[src/rtl/aha_apb_master_bridge.sv]
// aha_apb_master_bridge: single-outstanding request/response to APB requester bridge.
// Four-state FSM (IDLE, SETUP, ACCESS, RESP); APB phases advance only on PCLKEN.
// All outputs come straight from flops, so nothing combinational reaches a port.
// Optional feature: define AHA_APB_MASTER_TIMEOUT_EN to add a 16-bit ACCESS
// timeout counter that ends a stalled transfer with RSP_ERR=1 after
// TIMEOUT_CYCLES PCLKEN-qualified wait cycles.
module aha_apb_master_bridge #(
   parameter int unsigned TIMEOUT_CYCLES = 255
) (
   input  logic        ACLK,
   input  logic        ARESETn,
   input  logic        PCLKEN,
   // request channel
   input  logic        REQ_VALID,
   output logic        REQ_READY,
   input  logic        REQ_WRITE,
   input  logic [11:0] REQ_ADDR,
   input  logic [31:0] REQ_WDATA,
   // response channel
   output logic        RSP_VALID,
   input  logic        RSP_READY,
   output logic [31:0] RSP_RDATA,
   output logic        RSP_ERR,
   // APB requester
   output logic [11:0] PADDR,
   output logic        PSEL,
   output logic        PENABLE,
   output logic        PWRITE,
   output logic [31:0] PWDATA,
   input  logic [31:0] PRDATA,
   input  logic        PREADY,
   input  logic        PSLVERR
);

   typedef enum logic [1:0] {
      ST_IDLE   = 2'd0,
      ST_SETUP  = 2'd1,
      ST_ACCESS = 2'd2,
      ST_RESP   = 2'd3
   } state_t;

   state_t      state_q, state_d;
   logic        req_ready_q, req_ready_d;
   logic        psel_q, psel_d;
   logic        penable_q, penable_d;
   logic        pwrite_q, pwrite_d;
   logic [11:0] paddr_q, paddr_d;
   logic [31:0] pwdata_q, pwdata_d;
   logic        rsp_valid_q, rsp_valid_d;
   logic        rsp_err_q, rsp_err_d;
   logic [31:0] rsp_rdata_q, rsp_rdata_d;
   logic        timeout_hit;

`ifdef AHA_APB_MASTER_TIMEOUT_EN
   localparam logic [15:0] TMO_LIMIT = 16'(TIMEOUT_CYCLES);

   logic [15:0] tmo_cnt_q, tmo_cnt_d;

   // Counter restarts on SETUP->ACCESS and counts qualified ACCESS cycles without PREADY.
   always_comb begin
      tmo_cnt_d = tmo_cnt_q;
      if ((state_q == ST_SETUP) && PCLKEN) begin
         tmo_cnt_d = 16'd0;
      end else if ((state_q == ST_ACCESS) && PCLKEN && !PREADY) begin
         tmo_cnt_d = tmo_cnt_q + 16'd1;
      end
   end

   // Timeout counter register.
   always_ff @(posedge ACLK or negedge ARESETn) begin
      if (!ARESETn) begin
         tmo_cnt_q <= 16'd0;
      end else begin
         tmo_cnt_q <= tmo_cnt_d;
      end
   end

   // Fires in the qualified wait cycle that brings the count up to the limit;
   // a PREADY in that same cycle takes priority in the FSM.
   assign timeout_hit = (state_q == ST_ACCESS) && PCLKEN && !PREADY &&
                        ((tmo_cnt_q + 16'd1) == TMO_LIMIT);
`else
   // Without the timeout feature ACCESS simply waits for PREADY.
   logic unused_timeout_cfg;
   assign unused_timeout_cfg = (TIMEOUT_CYCLES == 0);
   assign timeout_hit        = 1'b0;
`endif

   // Next-state and registered-output logic; every _d defaults to hold.
   always_comb begin
      state_d     = state_q;
      pwrite_d    = pwrite_q;
      paddr_d     = paddr_q;
      pwdata_d    = pwdata_q;
      rsp_valid_d = rsp_valid_q;
      rsp_err_d   = rsp_err_q;
      rsp_rdata_d = rsp_rdata_q;

      case (state_q)
         ST_IDLE: begin
            // Acceptance does not wait for PCLKEN; only APB phases do.
            if (REQ_VALID && req_ready_q) begin
               state_d  = ST_SETUP;
               pwrite_d = REQ_WRITE;
               paddr_d  = REQ_ADDR;
               pwdata_d = REQ_WRITE ? REQ_WDATA : 32'd0;
            end
         end
         ST_SETUP: begin
            if (PCLKEN) begin
               state_d = ST_ACCESS;
            end
         end
         ST_ACCESS: begin
            if (PCLKEN && PREADY) begin
               state_d     = ST_RESP;
               rsp_valid_d = 1'b1;
               rsp_rdata_d = pwrite_q ? 32'd0 : PRDATA;
               rsp_err_d   = PSLVERR;
            end else if (timeout_hit) begin
               state_d     = ST_RESP;
               rsp_valid_d = 1'b1;
               rsp_rdata_d = 32'd0;
               rsp_err_d   = 1'b1;
            end
         end
         ST_RESP: begin
            if (RSP_READY) begin
               state_d     = ST_IDLE;
               rsp_valid_d = 1'b0;
            end
         end
         default: begin
            state_d = ST_IDLE;
         end
      endcase

      // Flag outputs are decoded from the next state so they line up with it.
      req_ready_d = (state_d == ST_IDLE);
      psel_d      = (state_d == ST_SETUP) || (state_d == ST_ACCESS);
      penable_d   = (state_d == ST_ACCESS);
   end

   // State and output registers; reset discards any in-flight transfer.
   always_ff @(posedge ACLK or negedge ARESETn) begin
      if (!ARESETn) begin
         state_q     <= ST_IDLE;
         req_ready_q <= 1'b0;
         psel_q      <= 1'b0;
         penable_q   <= 1'b0;
         pwrite_q    <= 1'b0;
         paddr_q     <= 12'd0;
         pwdata_q    <= 32'd0;
         rsp_valid_q <= 1'b0;
         rsp_err_q   <= 1'b0;
         rsp_rdata_q <= 32'd0;
      end else begin
         state_q     <= state_d;
         req_ready_q <= req_ready_d;
         psel_q      <= psel_d;
         penable_q   <= penable_d;
         pwrite_q    <= pwrite_d;
         paddr_q     <= paddr_d;
         pwdata_q    <= pwdata_d;
         rsp_valid_q <= rsp_valid_d;
         rsp_err_q   <= rsp_err_d;
         rsp_rdata_q <= rsp_rdata_d;
      end
   end

   assign REQ_READY = req_ready_q;
   assign RSP_VALID = rsp_valid_q;
   assign RSP_ERR   = rsp_err_q;
   assign RSP_RDATA = rsp_rdata_q;
   assign PSEL      = psel_q;
   assign PENABLE   = penable_q;
   assign PWRITE    = pwrite_q;
   assign PADDR     = paddr_q;
   assign PWDATA    = pwdata_q;

endmodule

[config.mk]
export PLATFORM = sky130hd
export DESIGN_NAME = aha_apb_master_bridge
export DESIGN_NICKNAME = d
export VERILOG_FILES = /design/src/rtl/aha_apb_master_bridge.sv
export SDC_FILE = /design/constraint.sdc
export NUM_CORES = 1
export LEC_CHECK = 0
export CORE_ASPECT_RATIO = 1.1
export CORE_MARGIN = 5
export CORE_UTILIZATION = 29
export DETAILED_ROUTE_END_ITERATION = 16
export GPL_TIMING_DRIVEN = 0
export HOLD_SLACK_MARGIN = 0.05
export SYNTH_ARGS = -nofsm -noshare
export SYNTH_HDL_FRONTEND = slang
export SYNTH_SLANG_ARGS = --single-unit
[constraint.sdc]
create_clock -name ACLK -period 3.4 [get_ports ACLK]
set_clock_uncertainty 0.1 [all_clocks]
set_input_delay 0.68 -clock ACLK [delete_from_list [all_inputs] [get_ports ACLK]]
set_output_delay 0.68 -clock ACLK [all_outputs]
set_load 0.02 [all_outputs]
==> results.md, run 1 <==
* Syn Nets at 376
* RSZ-0062 raised after global routing: false
* # port buffers at 164
* Combinational share of power at 0.507
* Crit path capture type: primary output
* Post-CTS setup buffer count at 0
* Fmax at 438 MHz
* Worst Path Required at 2.62 ns
* Setup crit start: PWRITE
* Via-to-Cell Ratio at 4.31
* Worst vdd ir at 381 µV
* Clock slew at reported path FFs at 0.06 ns
* Sequential power share at 0.327
* Routed wire length at 9800 µm
* Cell Rows at 43
* Avg WL per Cell at 15.6 µm
* CTS tree: done
* Area delta synth->final at 56.5%
* Worst hold path type: primary input to asynchronous set/reset pin
* Share of cells above drive strength 1 at 0.153
* Remaining global-route overflow at 0
* I/O pin count at 166
* # DRC at 0
* Switching share of power at 0.355
* Worst relative slew slack at 0.683
* Number of global-route vias before repair at 3,003
* PostCTS Resize Cnt at 0
* Root Driver: clkbuf_16
* Ranking of synthesized cells by area: dfrtp_1 (56%), mux2_4 (11%), mux2i_1 (8.5%)
* Total track usage at 0.130
* Maxcap violations at 0
* Initial DRC count at 59
* Final hold vios at 0
* Clock power frac at 0.165
* Initial core utilization at 0.297
* Total power per unit cell area at 912 mW/mm²
* Max-slew violations at 0
* DIE WIDTH at 119 µm
* Routability cong. at 0.737
* Final TNS setup at 0 ns
* HPWL Detailed at 7270 µm
* Hold buffers post-CTS at 0
* H-tree depth at 3
* Yosys top cell area share at 0.558
* CTS Buffer Depth at 2
* Synthesized flop and latch total at 84
* Sequential area share after synthesis at 0.558
* Total net switching power at 1.91 mW
* Die area at 0.0154 mm²
* Tcrit/Tclk final at 0.671
* Critical R2R Launch: state_q[1]
* Crit path launch type: flop
* Critical path's top delay family: buffers and inverters
* Clock sink count at 84
* Fin crit period at 2.28 ns
* Distinct cell type count after synthesis at 23
* Mean post-synth cell area at 12.9 µm²
* Global-route wire length before repair at 15,700 µm
* Yosys top cell by area: dfrtp_1
* Leak at 2.55 nW
* Area of the mapped netlist at 0.00377 mm²
* CP Max Fanout at 7
* Worst path cell trace: clkdlybuf4s50_1
* Slowest cell on crit path: clkdlybuf4s50_1
* Internal Power at 3.47 mW
* R2r setup slk at 1.67 ns
* Initial antenna violation count at 0
* # nets final at 552
* Core area at 0.0127 mm²
* Remaining antenna violation count at 0
* Worst slew pin tran at 0.476 ns
* First-pass DRT Iterations at 4
* Num CTS Buffers at 9
* Die height at 130 µm
* Crit Path Class: flop to primary output
* Status: completed
* Crit path buf inv count at 1
* N_diodes at 0
* Yosys warning count at 0
* Largest net degree at the start of global routing at 59
* Critical path's largest stage delay at 0.67 ns
* Endpoints failing setup at 0
* Vias at 2,712
* Worst Path Arrival at 1.50 ns
* Worst skew pair latency at 0.33 ns
* Hold WS at 0.167 ns
* Post-Syn Instances at 291
[per-layer routing]
| layer | wire, µm | vias to the layer above | part of all wire | GRT usage |
|---|---|---|---|---|
| met1 | 4300 | 1295 | 0.44 | 0.158 |
| met3 | 830 | 16 | 0.085 | 0.0537 |
| met5 | 0 | - | 0 | 0 |
| li1 | - | 1289 | - | - |
| met2 | 4410 | 112 | 0.45 | 0.201 |
| met4 | 257 | 0 | 0.026 | 0.0648 |
[registers in the layout, summed over array words and instances, names as in the netlist]
register	cells
RSP_ERR	1
PWDATA	32
PADDR	12
RSP_RDATA	32
PENABLE	1
PWRITE	1
REQ_READY	1
state_q	2
RSP_VALID	1
PSEL	1
[kinds of logic after synthesis]
logic type	Yosys count	synth area share
AO/OA/AOI/OAI	7	0.0139
adder cells (fa/ha/maj)	1	0.00332
buffers and inverters	51	0.0794
flip-flops	84	0.558
multiplexers	78	0.249
AND/OR/NAND/NOR	70	0.0960
[power groups by stage]
stage | Sequential, mW | Combinational (mW) | Clock [mW]
global placement | 1.75 | 2.73 | 0
floorplan | 2.35 | 0.858 | 0
global route | 1.83 | 2.92 | 0.963
finish | 1.76 | 2.73 | 0.887
detailed placement | 1.78 | 2.77 | 0
CTS | 1.77 | 2.78 | 0.927
[cell usage after synthesis]
cell type   n
nand2b_1    1
a311oi_1    1
inv_1      33
ha_1        1
nor2b_1    32
clkbuf_1    7
dfrtp_1    84
buf_8       4
and4bb_2    1
mux2_2     19
nand3_1     1
a31oi_1     2
mux2i_1    32
a211o_1     1
a21oi_1     1
buf_6       3
a21o_1      1
buf_4       2
and4b_1     1
nand2_1    34
a311o_1     1
buf_12      2
mux2_4     27
[per-stage QoR]
step	cells	util	power, mW	cell area, µm²	worst slack [ns]
floorplan	291	-	3.21	3770	1.58
global placement	612	0.441	4.48	5610	-1.64
detailed placement	613	0.443	4.54	5630	0.989
CTS	629	0.464	5.48	5890	1.11
global route	629	0.464	5.71	5890	1.03
finish	629	0.464	5.38	5890	1.12
[worst register-to-register path, delay by kind of cell (launching register included)]
kind            cells  cell delay (ns)
compound gates      1             0.24
fa+ha+maj           1             0.28
buf+inv             4             0.52
flops               1             0.36
simple gates        1             0.18
[cell usage in the layout, fill, tap and decap left out, types with 3 or more instances in the layout]
cell type        instances
dfrtp_1                 84
buf_8                    4
mux2_4                  27
nor2b_1                 32
mux2i_1                 32
clkbuf_16                9
nand2_1                 34
mux2_2                  19
buf_6                    3
clkbuf_1                11
clkdlybuf4s50_1        163
inv_1                   33
buf_4                    3
[worst paths after layout]
check / to / cells after the start
max: PWRITE / 1
min: RSP_RDATA[6] / 1
max reg2reg: PSEL / 7
min reg2reg: RSP_VALID / 1
max in group asynchronous: PADDR[2] / 2
min in group ACLK: RSP_VALID / 1
[area by class of cell]
type                    instances  area (µm²)
plain buffers                  18         175
clock buffers                  14         254
clock inverters                 2        10.0
fillers                      1220        6800
inverters                      33         124
multi-input cells             156        1370
flip-flops and latches         84        2100
well taps                     157         196
repair buffers                165        1670
Note: power is estimated with default switching activity, not from simulation.
==> run 2, diff against run 1 <==
Clock period 3.4 ns to 1.9 ns, I/O delays scaled along.
==> run 2 against run 1 <==
Effect of this change: setup slack got worse by 1.0 ns; die area did not move; global-route usage is the same; via count rose by 0.11%; largest cell class unchanged.
==> results.md, run 2 (synthesis gave the netlist of run 1 again) <==
* Number of global-route vias before repair at 3,006 (+0.10%)
* Crit Path Class: flop to primary output
* Global-route wire length before repair at 15,700 µm (about the same)
* Initial antenna violation count at 0 (unchanged)
* Share of cells above drive strength 1 at 0.152 (-0.000322)
* Endpoints failing setup at 0 (unchanged)
* Fin crit period at 1.81 ns
* Worst path cell trace: clkdlybuf4s50_1
* Max-slew violations at 0 (unchanged)
* # DRC at 0 (unchanged)
* N_diodes at 0 (unchanged)
* HPWL Detailed at 7270 µm (unchanged)
* DIE WIDTH at 119 µm (unchanged)
* Final hold vios at 0 (unchanged)
* Avg WL per Cell at 15.6 µm (-0.15%)
* Worst vdd ir at 682 µV (+79%)
* Remaining antenna violation count at 0 (unchanged)
* CP Max Fanout at 2 (-5)
* Dpl ws at -0.211 ns (-1.20 ns)
* Total track usage at 0.130 (unchanged)
* Critical R2R Launch: state_q[1]
* # nets final at 553 (+0.18%)
* Die height at 130 µm (unchanged)
* Initial core utilization at 0.297 (unchanged)
* Crit path launch type: flop
* First-pass DRT Iterations at 4 (unchanged)
* Root Driver: clkbuf_16
* Worst relative slew slack at 0.683 (about the same)
* Worst hold path type: primary input to flop
* Status: completed
* Clock slew at reported path FFs at 0.06 ns (about the same)
* Total power per unit cell area at 1630 mW/mm² (+79%)
* Finished Layout Cells at 630 (+0.16%)
* Worst skew pair latency at 0.33 ns (about the same)
* RSZ-0062 raised after global routing: false
* Cell Rows at 43 (unchanged)
* Maxcap violations at 0 (unchanged)
* Final Worst Setup Slack at 0.0874 ns (-1.03 ns)
* Via-to-Cell Ratio at 4.31 (about the same)
* Total power at 9.61 mW (+79%)
* Tcrit/Tclk final at 0.954
* Crit path capture type: primary output
* Slowest cell on crit path: clkdlybuf4s50_1
* Largest net degree at the start of global routing at 59 (unchanged)
* CTS tree: done
* Initial DRC count at 62 (+5.1%)
* Worst Path Required at 1.42 ns (-1.20 ns)
* Inst Count DP at 613 (unchanged)
* Most common cell after layout, fill and taps aside: clkdlybuf4s50_1
* # port buffers at 164 (unchanged)
* R2R cell count at 7 (unchanged)
* Hold path depth at 3
* Crit path buf inv count at 1 (unchanged)
* Critical path's largest stage delay at 0.64 ns (-0.03 ns)
* Num CTS Buffers at 9 (unchanged)
* Hold wc startpoint: REQ_WRITE
* Worst Path Arrival at 1.33 ns (-0.17 ns)
* Die area at 0.0154 mm² (unchanged)
* Final TNS setup at 0 ns (unchanged)
* Core area at 0.0127 mm² (unchanged)
* Fmax at 552 MHz
* Leak at 2.56 nW (+0.24%)
* Vias at 2,715 (+0.11%)
* CTS Buffer Depth at 2 (unchanged)
* Routability cong. at 0.737 (unchanged)
* Critical path's top delay family: buffers and inverters
* Clock sink count at 84 (unchanged)
* Commonest cells after routing, fill and taps aside: clkdlybuf4s50_1 (162), dfrtp_1 (84), nand2_1 (34), inv_1 (33)
* I/O pin count at 166 (unchanged)
* H-tree depth at 3 (unchanged)
* R2r setup slk at 0.17 ns (-1.50 ns)
* Worst slew pin tran at 0.476 ns (+0.0000632 ns)
* Area delta synth->final at 56.7%
* Hold Path Sink: PWDATA[14]
* Routed wire length at 9800 µm (about the same)
* Reg2Reg Capture Point: PSEL
* Remaining global-route overflow at 0 (unchanged)
## run 2: cell types whose count changed in the layout (fill, tap and decap cells not counted), sizes merged
cell	previous run	this run
clkdlybuf4s50	163	162
dlygate4sd2	0	1
dlygate4sd3	0	1
## run 2: how the worst max path moves through the flow
| stage | startpoint | end | slack, ns | cells after the start |
|---|---|---|---|---|
| after floorplan | state_q[1] | PSEL | 0.29 | 7 |
| after global placement | ARESETn | PWDATA[28] | -2.84 | 1 |
| after detailed placement | PCLKEN | PSEL | -0.21 | 7 |
| after CTS | PWDATA[14] | PWDATA[14] | 0.05 | 1 |
| after global routing | PWDATA[14] | PWDATA[14] | 0.03 | 1 |
| final | PWDATA[14] | PWDATA[14] | 0.09 | 1 |
## run 2: cell type report
class,count,area (µm²)
plain buffers,18,175
clock buffers,14,254
clock inverters,2,10.0
fillers,1216,6790
inverters,33,124
multi-input cells,156,1370
flip-flops and latches,84,2100
well taps,157,196
repair buffers,166,1680
## run 2: metal layers
layer,up-vias,part of all wire,GRT usage
li1,1292,-,-
met1,1295,0.44,0.158
met2,112,0.45,0.201
met3,16,0.085,0.0537
met4,0,0.026,0.0648
met5,-,0,0
## run 2: where the power goes
group,leakage [nW],switching (mW),internal [mW]
logic,1.39,2.27,2.60
clock network,0.131,0.668,0.919
registers,1.04,0.476,2.67
## run 2: what timing repair did
item	4_1_cts	5_1_grt
buffers inserted	0	0
gates resized for setup	1	0
hold buffers	1	0
hold endpoints to repair	26	0
setup endpoints to repair	1	0
## run 2: metrics by stage
| stage | hold slack [ns] | cell area, µm² | util |
|---|---|---|---|
| 5_1_grt | 0.372 | 5900 | 0.465 |
| 2_1_floorplan | -0.0156 | 3770 | - |
| 3_5_place_dp | 0.234 | 5630 | 0.443 |
| 3_3_place_gp | 0.361 | 5610 | 0.441 |
| 6_report | 0.349 | 5900 | 0.465 |
| 4_1_cts | 0.336 | 5900 | 0.465 |
